**src/rtl/cse141l_pkg.sv**
```systemverilog
// Shared CSE141L definitions: sequencer state encoding, PC width and halt opcode.
// Latency: n/a (types and constants only).
// Backpressure: n/a.
package cse141l_pkg;

  // Fetch unit program counter width
  localparam int PC_W = 11;

  // Machine code of the halt instruction as recognised by the decoder
  localparam logic [8:0] HALT_OPCODE = 9'h1FF;

  // Program sequencer states
  typedef enum logic [2:0] {
    SEQ_IDLE  = 3'd0,
    SEQ_ARMED = 3'd1,
    SEQ_LOAD  = 3'd2,
    SEQ_RUN   = 3'd3,
    SEQ_DONE  = 3'd4
  } seq_state_t;

endpackage

```
**src/rtl/sat_counter.sv**
```systemverilog
// Saturating up-counter with synchronous clear and count enable.
// Latency: count visible one edge after enable; clear wins over enable.
// Backpressure: none; holds at all-ones instead of wrapping.
module sat_counter #(
  parameter int W = 16
) (
  input  logic         clk,
  input  logic         rst,
  input  logic         clr,
  input  logic         en,
  output logic [W-1:0] cnt
);

  logic [W-1:0] cnt_d;
  logic [W-1:0] cnt_q;

  // Next count: clear first, otherwise step unless already saturated
  always_comb begin
    cnt_d = cnt_q;
    if (clr) begin
      cnt_d = '0;
    end else if (en && (cnt_q != {W{1'b1}})) begin
      cnt_d = cnt_q + W'(1);
    end
  end

  // Counter register with synchronous reset
  always_ff @(posedge clk) begin
    if (rst) begin
      cnt_q <= '0;
    end else begin
      cnt_q <= cnt_d;
    end
  end

  assign cnt = cnt_q;

endmodule

```
**src/rtl/prog_sequencer.sv**
```systemverilog
// Program sequencer: arms on Start, loads a program base address, runs until Halt or PC bound fault.
// Latency: all outputs registered; LoadEn on the first edge with Start low, Done one edge after Halt.
// Backpressure: Start level holds the sequencer in ARMED; FetchHold stalls fetch outside RUN.
// Build option: PROG_SEQ_CYCLE_COUNT_EN adds the RUN cycle counter, otherwise CycleCount is 0.
module prog_sequencer #(
  parameter int PC_W     = cse141l_pkg::PC_W,
  parameter int BASE0    = 0,
  parameter int BASE1    = 256,
  parameter int BASE2    = 512,
  parameter int PC_LIMIT = 1023,
  parameter int CNT_W    = 16
) (
  input  logic             Clk,
  input  logic             Reset,
  input  logic             Start,
  input  logic [1:0]       ProgSel,
  input  logic             Halt,
  input  logic [PC_W-1:0]  ProgCtr,
  output logic             FetchHold,
  output logic             LoadEn,
  output logic [PC_W-1:0]  LoadAddr,
  output logic             Busy,
  output logic             Done,
  output logic             Fault,
  output logic [1:0]       ProgIdx,
  output logic [CNT_W-1:0] CycleCount
);

  import cse141l_pkg::*;

  localparam logic [PC_W-1:0] PC_LIMIT_V = PC_W'(PC_LIMIT);

  seq_state_t      state_d, state_q;
  logic [1:0]      prog_idx_d, prog_idx_q;
  logic            done_d, done_q;
  logic            fault_d, fault_q;
  logic            fetch_hold_d, fetch_hold_q;
  logic            load_en_d, load_en_q;
  logic            busy_d, busy_q;
  logic [PC_W-1:0] load_addr_d, load_addr_q;
  logic [1:0]      sel_idx;
  logic            bound_err;

  // Start address of a program slot; slot 3 never reaches here because it is folded to 0
  function automatic logic [PC_W-1:0] base_of(input logic [1:0] idx);
    case (idx)
      2'd1:    base_of = PC_W'(BASE1);
      2'd2:    base_of = PC_W'(BASE2);
      default: base_of = PC_W'(BASE0);
    endcase
  endfunction

  assign sel_idx   = (ProgSel == 2'd3) ? 2'd0 : ProgSel;
  assign bound_err = (ProgCtr > PC_LIMIT_V) || ProgCtr[PC_W-1];

  // Next state and next registered outputs; outputs follow the state being entered
  always_comb begin
    state_d    = state_q;
    prog_idx_d = prog_idx_q;
    done_d     = done_q;
    fault_d    = fault_q;

    case (state_q)
      SEQ_IDLE, SEQ_DONE: begin
        if (Start) begin
          state_d    = SEQ_ARMED;
          prog_idx_d = sel_idx;
          done_d     = 1'b0;
          fault_d    = 1'b0;
        end
      end
      SEQ_ARMED: begin
        if (!Start) begin
          state_d = SEQ_LOAD;
        end
      end
      SEQ_LOAD: begin
        state_d = SEQ_RUN;
      end
      SEQ_RUN: begin
        // Abort beats halt, halt beats a bound fault
        if (Start) begin
          state_d    = SEQ_ARMED;
          prog_idx_d = sel_idx;
          done_d     = 1'b0;
          fault_d    = 1'b0;
        end else if (Halt) begin
          state_d = SEQ_DONE;
          done_d  = 1'b1;
          fault_d = 1'b0;
        end else if (bound_err) begin
          state_d = SEQ_DONE;
          done_d  = 1'b1;
          fault_d = 1'b1;
        end
      end
      default: begin
        state_d = SEQ_IDLE;
      end
    endcase

    fetch_hold_d = (state_d != SEQ_RUN);
    load_en_d    = (state_d == SEQ_LOAD);
    busy_d       = (state_d == SEQ_LOAD) || (state_d == SEQ_RUN);
    load_addr_d  = base_of(prog_idx_d);
  end

  // Sequencer state and registered outputs; reset overrides every input
  always_ff @(posedge Clk) begin
    if (Reset) begin
      state_q      <= SEQ_IDLE;
      prog_idx_q   <= 2'd0;
      done_q       <= 1'b0;
      fault_q      <= 1'b0;
      fetch_hold_q <= 1'b1;
      load_en_q    <= 1'b0;
      busy_q       <= 1'b0;
      load_addr_q  <= PC_W'(BASE0);
    end else begin
      state_q      <= state_d;
      prog_idx_q   <= prog_idx_d;
      done_q       <= done_d;
      fault_q      <= fault_d;
      fetch_hold_q <= fetch_hold_d;
      load_en_q    <= load_en_d;
      busy_q       <= busy_d;
      load_addr_q  <= load_addr_d;
    end
  end

  assign FetchHold = fetch_hold_q;
  assign LoadEn    = load_en_q;
  assign LoadAddr  = load_addr_q;
  assign Busy      = busy_q;
  assign Done      = done_q;
  assign Fault     = fault_q;
  assign ProgIdx   = prog_idx_q;

`ifdef PROG_SEQ_CYCLE_COUNT_EN
  logic cnt_clr;
  logic cnt_en;

  // Clear on every arm; count only edges that stay in RUN so the halt/fault edge is excluded
  assign cnt_clr = (state_d == SEQ_ARMED) && (state_q != SEQ_ARMED);
  assign cnt_en  = (state_q == SEQ_RUN) && (state_d == SEQ_RUN);

  sat_counter #(
    .W (CNT_W)
  ) u_cycle_cnt (
    .clk (Clk),
    .rst (Reset),
    .clr (cnt_clr),
    .en  (cnt_en),
    .cnt (CycleCount)
  );
`else
  assign CycleCount = '0;
`endif

endmodule

```
**config.mk**
```make
export PLATFORM = sky130hd
export DESIGN_NAME = prog_sequencer
export DESIGN_NICKNAME = d
export VERILOG_FILES = /design/src/rtl/cse141l_pkg.sv /design/src/rtl/sat_counter.sv /design/src/rtl/prog_sequencer.sv
export SDC_FILE = /design/constraint.sdc
export NUM_CORES = 1
export LEC_CHECK = 0
export ABC_CLOCK_PERIOD_IN_PS = 1700
export CAP_MARGIN = 30
export CORE_MARGIN = 10
export CORE_UTILIZATION = 34
export CTS_BUF_LIST = sky130_fd_sc_hd__clkbuf_8
export CTS_CLUSTER_DIAMETER = 30
export DETAILED_ROUTE_END_ITERATION = 10
export PLACE_DENSITY_LB_ADDON = 0.2
export SYNTH_ARGS = -nofsm -noshare
export SYNTH_HDL_FRONTEND = slang
export SYNTH_HIERARCHICAL = 1
export SYNTH_SLANG_ARGS = --single-unit
```
**constraint.sdc**
```tcl
create_clock -name Clk -period 1.7 [get_ports Clk]
set_clock_uncertainty 0.15 [all_clocks]
set_input_delay 0.255 -clock Clk [delete_from_list [all_inputs] [get_ports Clk]]
set_output_delay 0.255 -clock Clk [all_outputs]
set_load 0.05 [all_outputs]
```
==> flow_metrics.py <==
metrics = {
    "placement": {
        "gp_congestion": 0.823,
        "numPortBuffers": 15,
        "dpl_cell_area_um2": 773,
        "place_inst": 122,
        "pre_cts_ws_ns": -0.0906,
        "hpwl_mm": 1.26,
    },
    "global_route": {
        "antenna_found_initial": 0,
        "first_global_vias": 553,
        "track_usage": 0.0771,
        "grt_overflow_total": 0,
        "grt_pass1_wl_mm": 2.59,
        "grt_start_max_net_pins": 9,
    },
    "timing": {
        "drv_slew": 0,
        "finalCritPeriodShare": 0.920,
        "whs_ns": 0.316,
        "finalHoldViolations": 0,
        "rsz0062_at_grt": "no",
        "fin_ws_ns": 0.136,
        "setup_viol": 0,
        "fmax_mhz": 639,
        "fin_crit_ns": 1.56,
    },
    "logic_synthesis": {
        "syn-cell-area_um2": 684,
        "ys_ff_latch": 12,
        "avgSynthCellArea_um2": 8.89,
        "synth_warnings": 6,
        "ys_seq_area_frac": 0.351,
        "ys_types": 26,
        "syn_inst": 77,
    },
    "clock_network": {
        "clkSinkCount": 12,
        "cts_made_buffers": 3,
        "cts_setup_buffers": 0,
        "cts_hold_buf": 0,
        "clockBufferDepth": 2,
        "cts_resized": 0,
        "cts.clk_slew.worst_paths_ns": 0.05,
        "cts_tree": "built",
        "insertion_delay_ns": 0.24,
        "cts-root-buf": "clkbuf_8",
        "htreeDepth": 1,
    },
    "pwr": {
        "clock_power_share": 0.315,
        "swShare": 0.371,
        "power.switching_mw": 0.294,
        "powerDensity_nw_per_um2": 973,
        "p_comb_frac": 0.300,
        "p_int_mw": 0.499,
        "power_leakage_nw": 0.386,
        "ir_drop_v": 0.000567,
        "seq_power_share": 0.385,
    },
    "cells_and_area": {
        "fin_util": 0.419,
        "nFillCells": 203,
        "diodes": 0,
        "stdcell_count": 125,
        "area_growth_pct": 19.0,
        "fin_area_um2": 815,
        "finalNetCount": 117,
        "drive_gt1_frac": 0.214,
    },
    "route": {
        "drtIter0Drc": 7,
        "firstDrtPassIters": 3,
        "avgRoutedWirePerCell_um": 12.4,
        "num_vias": 513,
        "drc_errors": 0,
        "avgViaCountPerCell": 4.10,
        "antenna_left": 0,
        "routed_wl_mm": 1.55,
    },
    "critical_path": {
        "cp-start-kind": "input port",
        "critPathArrivalTime_ns": 1.58,
        "required_ns": 1.72,
        "crit_type": "in -> reg",
        "crit_path_end_kind": "flop",
        "crit_fanout": 3,
    },
    "floorplanning": {
        "die_x_um": 64.9,
        "fp.dieH_um": 64.9,
        "initial_core_util": 0.352,
        "boundaryPins": 51,
        "core_um2": 1940,
        "core.rowCount": 16,
        "dieArea_um2": 4210,
    },
    "outcome": {
        "outcome": "finished, final reports clean",
    },
    "min_path": {
        "hold_class": "reg -> reg",
    },
    "job": {
        "cap_violations": 0,
    },
}
==> cell usage after synthesis, drive strengths merged <==
cell / instances / area [um^2]
buf: 25 / 188
nand2: 1 / 3.75
dfxtp: 12 / 240
o22ai: 2 / 18.8
dlymetal6s2s: 1 / 12.5
o211ai: 1 / 7.51
conb: 1 / 3.75
a2111oi: 1 / 8.76
nand3: 3 / 15.0
a211o: 1 / 8.76
a211oi: 1 / 7.51
or2: 2 / 12.5
inv: 3 / 11.3
o2111ai: 1 / 8.76
and3b: 1 / 8.76
o21a: 3 / 22.5
a21oi: 4 / 20.0
or3b: 1 / 11.3
and3: 3 / 18.8
o31ai: 1 / 7.51
o41ai: 1 / 8.76
nand4b: 1 / 8.76
and2: 1 / 6.26
nor2: 4 / 15.0
o21ai: 2 / 10.0
==> metal layers <==
layer  track usage  wire length [um]  share of wire  vias up
met4        0.0401                25          0.016        0
met5             0                 0              0        -
met3        0.0430               121          0.078        2
met1        0.0843               693           0.45      229
met2         0.117               707           0.46       24
li1              -                 -              -      258
==> power by group through the flow <==
stage / combinational (mW) / sequential [mW] / clock (mW)
after floorplan: 0.202 / 0.338 / 0
after global placement: 0.234 / 0.310 / 0
after detailed placement: 0.234 / 0.310 / 0
after CTS: 0.235 / 0.305 / 0.262
after global routing: 0.252 / 0.307 / 0.274
final: 0.238 / 0.305 / 0.250
==> through the flow <==
step / TNS (ns) / power (mW)
4_1_cts: 0 / 0.801
3_3_place_gp: -0.267 / 0.544
6_report: 0 / 0.793
3_5_place_dp: -0.210 / 0.545
5_1_grt: 0 / 0.833
2_1_floorplan: 0 / 0.540
==> worst max-delay path: stages <==
cell             delay, ns
clkdlybuf4s50_1       0.49
or3b_4                0.40
a211o_1               0.29
o22ai_2               0.14
==> cell type report <==
class                           instances  area [um^2]  area share
Multi-Input combinational cell         60          323       0.396
Sequential cell                        12          240       0.295
Timing Repair Buffer                   20          165       0.203
Clock buffer                            3         41.3      0.0507
Tap cell                               27         33.8      0.0415
Inverter                                3         11.3      0.0138
==> final timing paths <==
kind / startpoint / endpoint / slack [ns] / cells past startpoint
max reg2reg: state_q[0] / LoadAddr[9] / 0.24 / 3
max: Start / LoadAddr[9] / 0.14 / 4
min reg2reg: Done / Done / 0.32 / 2
min: Done / Done / 0.32 / 2
==> placed cells by master, fill, tap and decap left out, types with 3 or more instances in the layout <==
| master | netlist | routed |
|---|---|---|
| o21a_1 | 3 | 3 |
| nand3_1 | 3 | 3 |
| clkbuf_8 | 0 | 3 |
| a21oi_1 | 4 | 4 |
| nor2_1 | 4 | 4 |
| conb_1 | 1 | 25 |
| and3_1 | 3 | 3 |
| inv_1 | 3 | 3 |
| dfxtp_1 | 12 | 12 |
| buf_4 | 25 | 14 |
| clkdlybuf4s50_1 | 0 | 6 |
==> sequential cells by signal (all words and copies together) (netlist names) <==
signal     cells
Busy           1
Fault          1
state_q        3
Done           1
LoadEn         1
FetchHold      1
ProgIdx        2
LoadAddr       2
==> cell families (layout without fill, tap and decap cells) <==
logic type             after synthesis  in the layout  synth area share
buffers and inverters               29             26             0.309
AOI/OAI and AO/OA                   18             18             0.188
other                                1             25           0.00548
DFF                                 12             12             0.351
and+or+nand+nor                     17             17             0.146
No activity file was read; power rests on OpenSTA's default activity.
